[src/rtl/port_arbiter_if.sv]
`default_nettype none
// +--------------------------------------------------------------------------+
// | Interface : port_arbiter_if                                              |
// | Word strobes/data in, offer handshake out and error flags for the        |
// | three-port round-robin arbiter.                                          |
// | Revision  : 1.0                                                          |
// +--------------------------------------------------------------------------+
interface port_arbiter_if #(
   parameter int WIDTH = 32
);
   logic             check_l;
   logic             check_r;
   logic             check_s;
   logic [WIDTH-1:0] in_sig_left;
   logic [WIDTH-1:0] in_sig_right;
   logic [WIDTH-1:0] in_sig_self;
   logic [2:0]       full;
   logic [WIDTH-1:0] selected_sig;
   logic             sig_alert;
   logic [1:0]       s;
   logic             ctrl_ready;
   logic [2:0]       overflow;
   logic             timeout_err;
   logic             clear_err;

   // Environment side: receivers and node_controller.
   modport master (
      output check_l, check_r, check_s,
      output in_sig_left, in_sig_right, in_sig_self,
      output ctrl_ready, clear_err,
      input  full, selected_sig, sig_alert, s, overflow, timeout_err
   );

   // Arbiter side.
   modport slave (
      input  check_l, check_r, check_s,
      input  in_sig_left, in_sig_right, in_sig_self,
      input  ctrl_ready, clear_err,
      output full, selected_sig, sig_alert, s, overflow, timeout_err
   );
endinterface
`default_nettype wire

[src/rtl/port_arbiter.sv]
`default_nettype none
// +--------------------------------------------------------------------------+
// | Module   : port_arbiter                                                  |
// | Buffers left/right/self instruction words in small FIFOs and offers one  |
// | at a time to node_controller, round-robin, over a valid/ready handshake. |
// | Option   : ARB_SELF_PRIORITY_EN - self FIFO always wins when non-empty.  |
// | Revision : 1.0                                                           |
// +--------------------------------------------------------------------------+
module port_arbiter #(
   parameter int WIDTH   = 32,
   parameter int DEPTH   = 2,
   parameter int TIMEOUT = 16
) (
   input wire            clk,
   input wire            reset,
   port_arbiter_if.slave bus
);
   localparam int c_PTR_W    = (DEPTH > 1) ? $clog2(DEPTH) : 1;
   localparam int c_CNT_W    = c_PTR_W + 1;
   localparam int c_TMO_W    = (TIMEOUT > 1) ? $clog2(TIMEOUT) : 1;
   localparam int c_TMO_LAST = (TIMEOUT > 0) ? TIMEOUT - 1 : 0;

   typedef enum logic [0:0] {
      S_IDLE  = 1'b0,
      S_OFFER = 1'b1
   } state_t;

   logic [2:0]            w_push;
   logic [2:0]            w_pop;
   logic [2:0]            w_full;
   logic [2:0]            w_ne;
   logic [2:0]            w_ovf_set;
   logic [2:0][WIDTH-1:0] w_din;
   logic [2:0][WIDTH-1:0] w_head;

   assign w_push = {bus.check_s, bus.check_r, bus.check_l};
   assign w_din  = {bus.in_sig_self, bus.in_sig_right, bus.in_sig_left};

   // Index 0 = left, 1 = right, 2 = self, matching the s encoding.
   for (genvar gi = 0; gi < 3; gi++) begin : g_fifo
      logic [WIDTH-1:0]   r_mem [DEPTH];
      logic [c_PTR_W-1:0] r_wptr;
      logic [c_PTR_W-1:0] r_rptr;
      logic [c_CNT_W-1:0] r_cnt;
      logic               w_wr;

      assign w_full[gi]    = (r_cnt == c_CNT_W'(DEPTH));
      assign w_ne[gi]      = (r_cnt != '0);
      assign w_wr          = w_push[gi] & (~w_full[gi] | w_pop[gi]);
      assign w_ovf_set[gi] = w_push[gi] & w_full[gi] & ~w_pop[gi];
      assign w_head[gi]    = r_mem[r_rptr];

      always_ff @(posedge clk or posedge reset) begin
         if (reset) begin
            r_wptr <= '0;
            r_rptr <= '0;
            r_cnt  <= '0;
         end else begin
            if (w_wr)
               r_wptr <= r_wptr + c_PTR_W'(1);
            if (w_pop[gi])
               r_rptr <= r_rptr + c_PTR_W'(1);
            r_cnt <= r_cnt + c_CNT_W'(w_wr) - c_CNT_W'(w_pop[gi]);
         end
      end

      always_ff @(posedge clk) begin
         if (w_wr)
            r_mem[r_wptr] <= w_din[gi];
      end
   end

   // First requester strictly after last in the cyclic order L->R->S->L.
   function automatic logic [1:0] f_rr(input logic [2:0] ne, input logic [1:0] last);
      logic [1:0] c0, c1, c2;
      case (last)
         2'd0:    begin c0 = 2'd1; c1 = 2'd2; c2 = 2'd0; end
         2'd1:    begin c0 = 2'd2; c1 = 2'd0; c2 = 2'd1; end
         default: begin c0 = 2'd0; c1 = 2'd1; c2 = 2'd2; end
      endcase
      if (ne[c0])      f_rr = c0;
      else if (ne[c1]) f_rr = c1;
      else             f_rr = c2;
   endfunction

   state_t             r_state, w_state_nx;
   logic [WIDTH-1:0]   r_sel, w_sel_nx;
   logic [1:0]         r_s, w_s_nx;
   logic [1:0]         r_last, w_last_nx;
   logic [1:0]         w_grant;
   logic               r_alert, w_alert_nx;
   logic [c_TMO_W-1:0] r_tcnt, w_tcnt_nx;
   logic               r_tmo_err, w_tmo_set;
   logic [2:0]         r_ovf;

`ifdef ARB_SELF_PRIORITY_EN
   assign w_grant = w_ne[2] ? 2'd2 : f_rr({1'b0, w_ne[1:0]}, r_last);
`else
   assign w_grant = f_rr(w_ne, r_last);
`endif

   always_ff @(posedge clk or posedge reset) begin
      if (reset) begin
         r_state   <= S_IDLE;
         r_sel     <= '0;
         r_s       <= 2'd0;
         r_last    <= 2'd2;
         r_alert   <= 1'b0;
         r_tcnt    <= '0;
         r_tmo_err <= 1'b0;
         r_ovf     <= 3'b000;
      end else begin
         r_state   <= w_state_nx;
         r_sel     <= w_sel_nx;
         r_s       <= w_s_nx;
         r_last    <= w_last_nx;
         r_alert   <= w_alert_nx;
         r_tcnt    <= w_tcnt_nx;
         // A set in the same cycle as clear_err wins.
         r_tmo_err <= (bus.clear_err ? 1'b0 : r_tmo_err) | w_tmo_set;
         r_ovf     <= (bus.clear_err ? 3'b000 : r_ovf) | w_ovf_set;
      end
   end

   always_comb begin
      w_state_nx = r_state;
      w_sel_nx   = r_sel;
      w_s_nx     = r_s;
      w_last_nx  = r_last;
      w_alert_nx = r_alert;
      w_tcnt_nx  = r_tcnt;
      w_pop      = 3'b000;
      w_tmo_set  = 1'b0;
      case (r_state)
         S_IDLE: begin
            w_alert_nx = 1'b0;
            if (|w_ne) begin
               w_sel_nx   = w_head[w_grant];
               w_s_nx     = w_grant;
               w_alert_nx = 1'b1;
               w_tcnt_nx  = '0;
               w_state_nx = S_OFFER;
            end
         end
         S_OFFER: begin
            if (bus.ctrl_ready) begin
               w_pop      = 3'b001 << r_s;
               w_last_nx  = r_s;
               w_alert_nx = 1'b0;
               w_state_nx = S_IDLE;
            end else if ((TIMEOUT != 0) && (r_tcnt == c_TMO_W'(c_TMO_LAST))) begin
               w_pop      = 3'b001 << r_s;
               w_tmo_set  = 1'b1;
               w_last_nx  = r_s;
               w_alert_nx = 1'b0;
               w_state_nx = S_IDLE;
            end else begin
               w_tcnt_nx = r_tcnt + c_TMO_W'(1);
            end
         end
         default: w_state_nx = S_IDLE;
      endcase
   end

   assign bus.full         = w_full;
   assign bus.selected_sig = r_sel;
   assign bus.sig_alert    = r_alert;
   assign bus.s            = r_s;
   assign bus.overflow     = r_ovf;
   assign bus.timeout_err  = r_tmo_err;
endmodule
`default_nettype wire

[src/flat_wrapper.sv]
// flat-port wrapper written by rule: the top's interface ports become plain ports
module port_arbiter_flat 
#(
   parameter int WIDTH   = 32,
   parameter int DEPTH   = 2,
   parameter int TIMEOUT = 16
)
  (clk, reset, bus_check_l, bus_check_r, bus_check_s, bus_in_sig_left, bus_in_sig_right, bus_in_sig_self, bus_ctrl_ready, bus_clear_err, bus_full, bus_selected_sig, bus_sig_alert, bus_s, bus_overflow, bus_timeout_err);
  port_arbiter_if #(.WIDTH(WIDTH)) bus_i ();
  input wire clk;
  input wire reset;
  input wire logic [$bits(bus_i.check_l)-1:0] bus_check_l;
  input wire logic [$bits(bus_i.check_r)-1:0] bus_check_r;
  input wire logic [$bits(bus_i.check_s)-1:0] bus_check_s;
  input wire logic [$bits(bus_i.in_sig_left)-1:0] bus_in_sig_left;
  input wire logic [$bits(bus_i.in_sig_right)-1:0] bus_in_sig_right;
  input wire logic [$bits(bus_i.in_sig_self)-1:0] bus_in_sig_self;
  input wire logic [$bits(bus_i.ctrl_ready)-1:0] bus_ctrl_ready;
  input wire logic [$bits(bus_i.clear_err)-1:0] bus_clear_err;
  output wire logic [$bits(bus_i.full)-1:0] bus_full;
  output wire logic [$bits(bus_i.selected_sig)-1:0] bus_selected_sig;
  output wire logic [$bits(bus_i.sig_alert)-1:0] bus_sig_alert;
  output wire logic [$bits(bus_i.s)-1:0] bus_s;
  output wire logic [$bits(bus_i.overflow)-1:0] bus_overflow;
  output wire logic [$bits(bus_i.timeout_err)-1:0] bus_timeout_err;
  assign bus_i.check_l = bus_check_l;
  assign bus_i.check_r = bus_check_r;
  assign bus_i.check_s = bus_check_s;
  assign bus_i.in_sig_left = bus_in_sig_left;
  assign bus_i.in_sig_right = bus_in_sig_right;
  assign bus_i.in_sig_self = bus_in_sig_self;
  assign bus_i.ctrl_ready = bus_ctrl_ready;
  assign bus_i.clear_err = bus_clear_err;
  assign bus_full = bus_i.full;
  assign bus_selected_sig = bus_i.selected_sig;
  assign bus_sig_alert = bus_i.sig_alert;
  assign bus_s = bus_i.s;
  assign bus_overflow = bus_i.overflow;
  assign bus_timeout_err = bus_i.timeout_err;
  port_arbiter #(.WIDTH(WIDTH), .DEPTH(DEPTH), .TIMEOUT(TIMEOUT)) u_core (.clk(clk), .reset(reset), .bus(bus_i));
endmodule
[config.mk]
export PLATFORM = sky130hd
export DESIGN_NAME = port_arbiter_flat
export DESIGN_NICKNAME = d
export VERILOG_FILES = /design/src/rtl/port_arbiter_if.sv /design/src/rtl/port_arbiter.sv /design/src/flat_wrapper.sv
export SDC_FILE = /design/constraint.sdc
export NUM_CORES = 1
export LEC_CHECK = 0
export CAP_MARGIN = 20
export CORE_MARGIN = 5
export CORE_UTILIZATION = 25
export CTS_CLUSTER_DIAMETER = 30
export DETAILED_ROUTE_END_ITERATION = 12
export HOLD_SLACK_MARGIN = 0.06
export PLACE_DENSITY = 0.44
export SYNTH_ARGS = -nofsm -noshare
export SYNTH_HDL_FRONTEND = slang
export SYNTH_SLANG_ARGS = --single-unit
[constraint.sdc]
create_clock -name clk -period 4.03 [get_ports clk]
set_clock_uncertainty 0.1 [all_clocks]
set_input_delay 0.806 -clock clk [delete_from_list [all_inputs] [get_ports clk]]
set_output_delay 0.806 -clock clk [all_outputs]
set_load 0.1 [all_outputs]
==> impl_metrics.py <==
metrics = {
    "clock_tree": {
        "clock_sinks": 250,
        "cts_tree": "built",
        "cts_resized": 0,
        "path_clk_slew_ns": 0.04,
        "post_cts_buffers": 0,
        "clk_latency_ns": 0.56,
        "htreeDepth": 2,
        "cts_hold_buf": 0,
        "cts_max_path_buffers": 3,
        "cts_root_buffer": "clkbuf_16",
        "cts_buffers": 55,
    },
    "sta": {
        "fmax_ghz": 0.305,
        "hold_viol": 0,
        "slew_headroom": 0.250,
        "finalSetupViolCount": 0,
        "post-route-period-util": 0.813,
        "timing.hold.ws_ns": 0.366,
        "rsz0062_at_grt": "no",
        "setup-tns-final_ns": 0,
        "min_period_ns": 3.28,
        "worstMarginPinSlew_ns": 1.12,
        "drv_slew": 0,
    },
    "floorplanning": {
        "die_y_um": 209,
        "io_pins": 145,
        "core.rowCount": 73,
        "start_util": 0.251,
        "core-area_mm2": 0.0395,
        "dieArea_mm2": 0.0438,
        "die_w_um": 209,
    },
    "setup_path": {
        "worst-setup-path-type": "reg -> out",
        "start_kind": "register",
        "rr_endpoint": "u_core.g_fifo[2].r_mem[1][15]$_DFFE_PP_",
        "reg2reg_depth": 7,
        "ff2ff_setup_slack_ns": 1.45,
        "end_kind": "output port",
        "path_max_fanout": 4,
        "crit_required_ns": 3.12,
        "cp.arrival_ns": 2.37,
        "r2r-start": "u_core.r_tcnt[0]$_DFFE_PP0P_",
    },
    "outcome": {
        "status": "finished clean",
    },
    "grt": {
        "grt_usage": 0.124,
        "antenna_found_initial": 0,
        "grt_pass1_vias": 6452,
        "grt_overflow_total": 0,
        "grt_max_degree": 48,
        "grt_first_pass_wirelength_mm": 41.4,
    },
    "flow_run": {
        "cap_violations": 0,
    },
    "logic_synthesis": {
        "synth_area_mm2": 0.00994,
        "seq_area_frac_synth": 0.726,
        "synth_area_leaders": "edfxtp_1 (58%), dfrtp_1 (14%), mux2i_1 (6.6%), a221oi_1 (2.8%), a2bb2oi_1 (2.8%)",
        "yosysWarnings": 0,
        "ys.flop_type": "edfxtp_1",
        "ys_ff_latch": 250,
        "synth_cells": 621,
        "synth_top_area_share": 0.580,
        "syn_avg_cell_area_um2": 16.0,
        "yosysTopAreaCell": "edfxtp_1",
        "yosys.cell_types.count": 45,
        "synthTopCellsByCount": "edfxtp_1 (192), mux2i_1 (66), dfrtp_1 (57), nor2b_1 (36), and3_1 (33)",
        "async_reset_ff_frac": 0.232,
        "syn-num-nets": 726,
        "synth_edf_count": 192,
        "synth.most_common_cell": "edfxtp_1",
    },
    "route": {
        "drt_iter0_drc": 209,
        "drt_wl_total_mm": 27.8,
        "firstDrtPassIters": 6,
        "wl_per_cell_um": 20.3,
        "drc": 0,
        "via_per_inst": 4.40,
        "num_vias": 6023,
        "ant_nets": 0,
    },
    "place": {
        "gp_congestion": 0.689,
        "dp_hpwl_mm": 18.8,
        "port_buffers": 144,
    },
    "cells_and_area": {
        "antennaDiodeCount": 0,
        "fill_cells": 3834,
        "final_core_util": 0.353,
        "final_nets": 905,
        "area_growth_pct": 40.7,
        "multi_input_area_mm2": 0.00255,
        "drive_above_1_share": 0.159,
        "seq_area_mm2": 0.00722,
    },
    "power": {
        "p_leak_uw": 0.00517,
        "ir_drop_mv": 0.379,
        "powerDensity_mw_per_mm2": 950,
    },
    "min_path": {
        "hp-class": "in -> async",
    },
}
## cell usage in the layout (no fill, tap or decap), types with 3 or more instances in the layout
| master | Yosys | routed |
|---|---|---|
| bufinv_16 | 0 | 6 |
| clkinvlp_4 | 0 | 7 |
| dfrtp_2 | 0 | 3 |
| inv_1 | 9 | 8 |
| mux2i_1 | 66 | 66 |
| and3_1 | 33 | 33 |
| edfxtp_1 | 192 | 192 |
| nor2_1 | 15 | 9 |
| a31oi_1 | 3 | 3 |
| nand2_1 | 9 | 9 |
| nor2b_1 | 36 | 36 |
| a221oi_1 | 32 | 32 |
| clkdlybuf4s50_1 | 0 | 142 |
| a2bb2oi_1 | 32 | 32 |
| buf_12 | 0 | 5 |
| o31ai_1 | 31 | 31 |
| o21ai_0 | 7 | 7 |
| nor2_4 | 0 | 6 |
| xor2_1 | 7 | 7 |
| clkbuf_1 | 14 | 12 |
| clkinv_4 | 0 | 5 |
| nand2b_1 | 3 | 3 |
| nand3_1 | 9 | 9 |
| xnor2_1 | 7 | 7 |
| dfrtp_1 | 57 | 54 |
| buf_4 | 7 | 15 |
| clkbuf_16 | 0 | 55 |
| clkbuf_8 | 0 | 3 |
| clkinv_2 | 0 | 10 |
## critical path: stages (launching register included)
cell             delay [ns]
dfrtp_1                0.39
nor2b_1                0.25
clkdlybuf4s50_1        1.18
## registers in the layout, summed over array words and instances (netlist names)
register,count
u_core.bus.overflow,3
u_core.bus.s,2
u_core.bus.selected_sig,32
u_core.bus.sig_alert,1
u_core.bus.timeout_err,1
u_core.g_fifo.r_cnt,6
u_core.g_fifo.r_mem,192
u_core.g_fifo.r_rptr,3
u_core.g_fifo.r_wptr,3
u_core.r_last,2
u_core.r_state,1
u_core.r_tcnt,4
## final cells by class
class | count | area share
Sequential cell | 250 | 0.517
Multi-Input combinational cell | 320 | 0.182
Timing Repair Buffer | 163 | 0.119
Clock buffer | 70 | 0.105
Tap cell | 525 | 0.0470
Clock inverter | 32 | 0.0277
Inverter | 10 | 0.00277
## power breakdown
group	internal, uW	total (uW)	switching (uW)
registers	3620	4140	524
logic	1550	4780	3230
clock network	2950	4360	1410
## worst max path at each step
stage	startpoint	end	slack (ns)	depth (start not counted)
after detailed placement	bus_ctrl_ready	u_core.g_fifo[1].r_mem[1][1]$_DFFE_PP_	0.74	6
after global routing	u_core.g_fifo[0].r_cnt[1]$_DFF_PP0_	bus_full[0]	0.66	2
final	u_core.g_fifo[0].r_cnt[1]$_DFF_PP0_	bus_full[0]	0.75	2
after global placement	bus_ctrl_ready	u_core.g_fifo[2].r_mem[0][26]$_DFFE_PP_	0.48	6
after CTS	u_core.g_fifo[0].r_cnt[1]$_DFF_PP0_	bus_full[0]	0.69	2
after floorplan	u_core.bus.s[0]$_DFFE_PP0P_	u_core.g_fifo[1].r_mem[1][0]$_DFFE_PP_	0.40	3
## per-layer routing
layer | routed length, um | vias up | track usage
met1 | 12800 | 3002 | 0.171
met5 | 0 | - | 0
met4 | 642 | 0 | 0.0376
li1 | - | 2814 | -
met3 | 1260 | 49 | 0.0277
met2 | 13100 | 158 | 0.197
## metrics by stage
step | worst slack, ns | std cells | cell area (um^2) | total power (uW)
3_5_place_dp | 0.743 | 1267 | 12100 | 9080
5_1_grt | 0.664 | 1370 | 14000 | 13900
6_report | 0.752 | 1370 | 14000 | 13300
4_1_cts | 0.693 | 1369 | 14000 | 13500
2_1_floorplan | 0.405 | 621 | 9940 | 7500
3_3_place_gp | 0.476 | 1264 | 12000 | 9020
## cells by family after synthesis
group	Yosys count	synth area share
adders and majority gates	2	0.00252
muxes	68	0.0688
buffers and inverters	51	0.0244
xor gates and xnor gates	14	0.0123
and+or+nand+nor	115	0.0667
DFF	250	0.726
AOI/OAI and AO/OA	121	0.0987
Note: power is estimated with default switching activity, not from simulation.
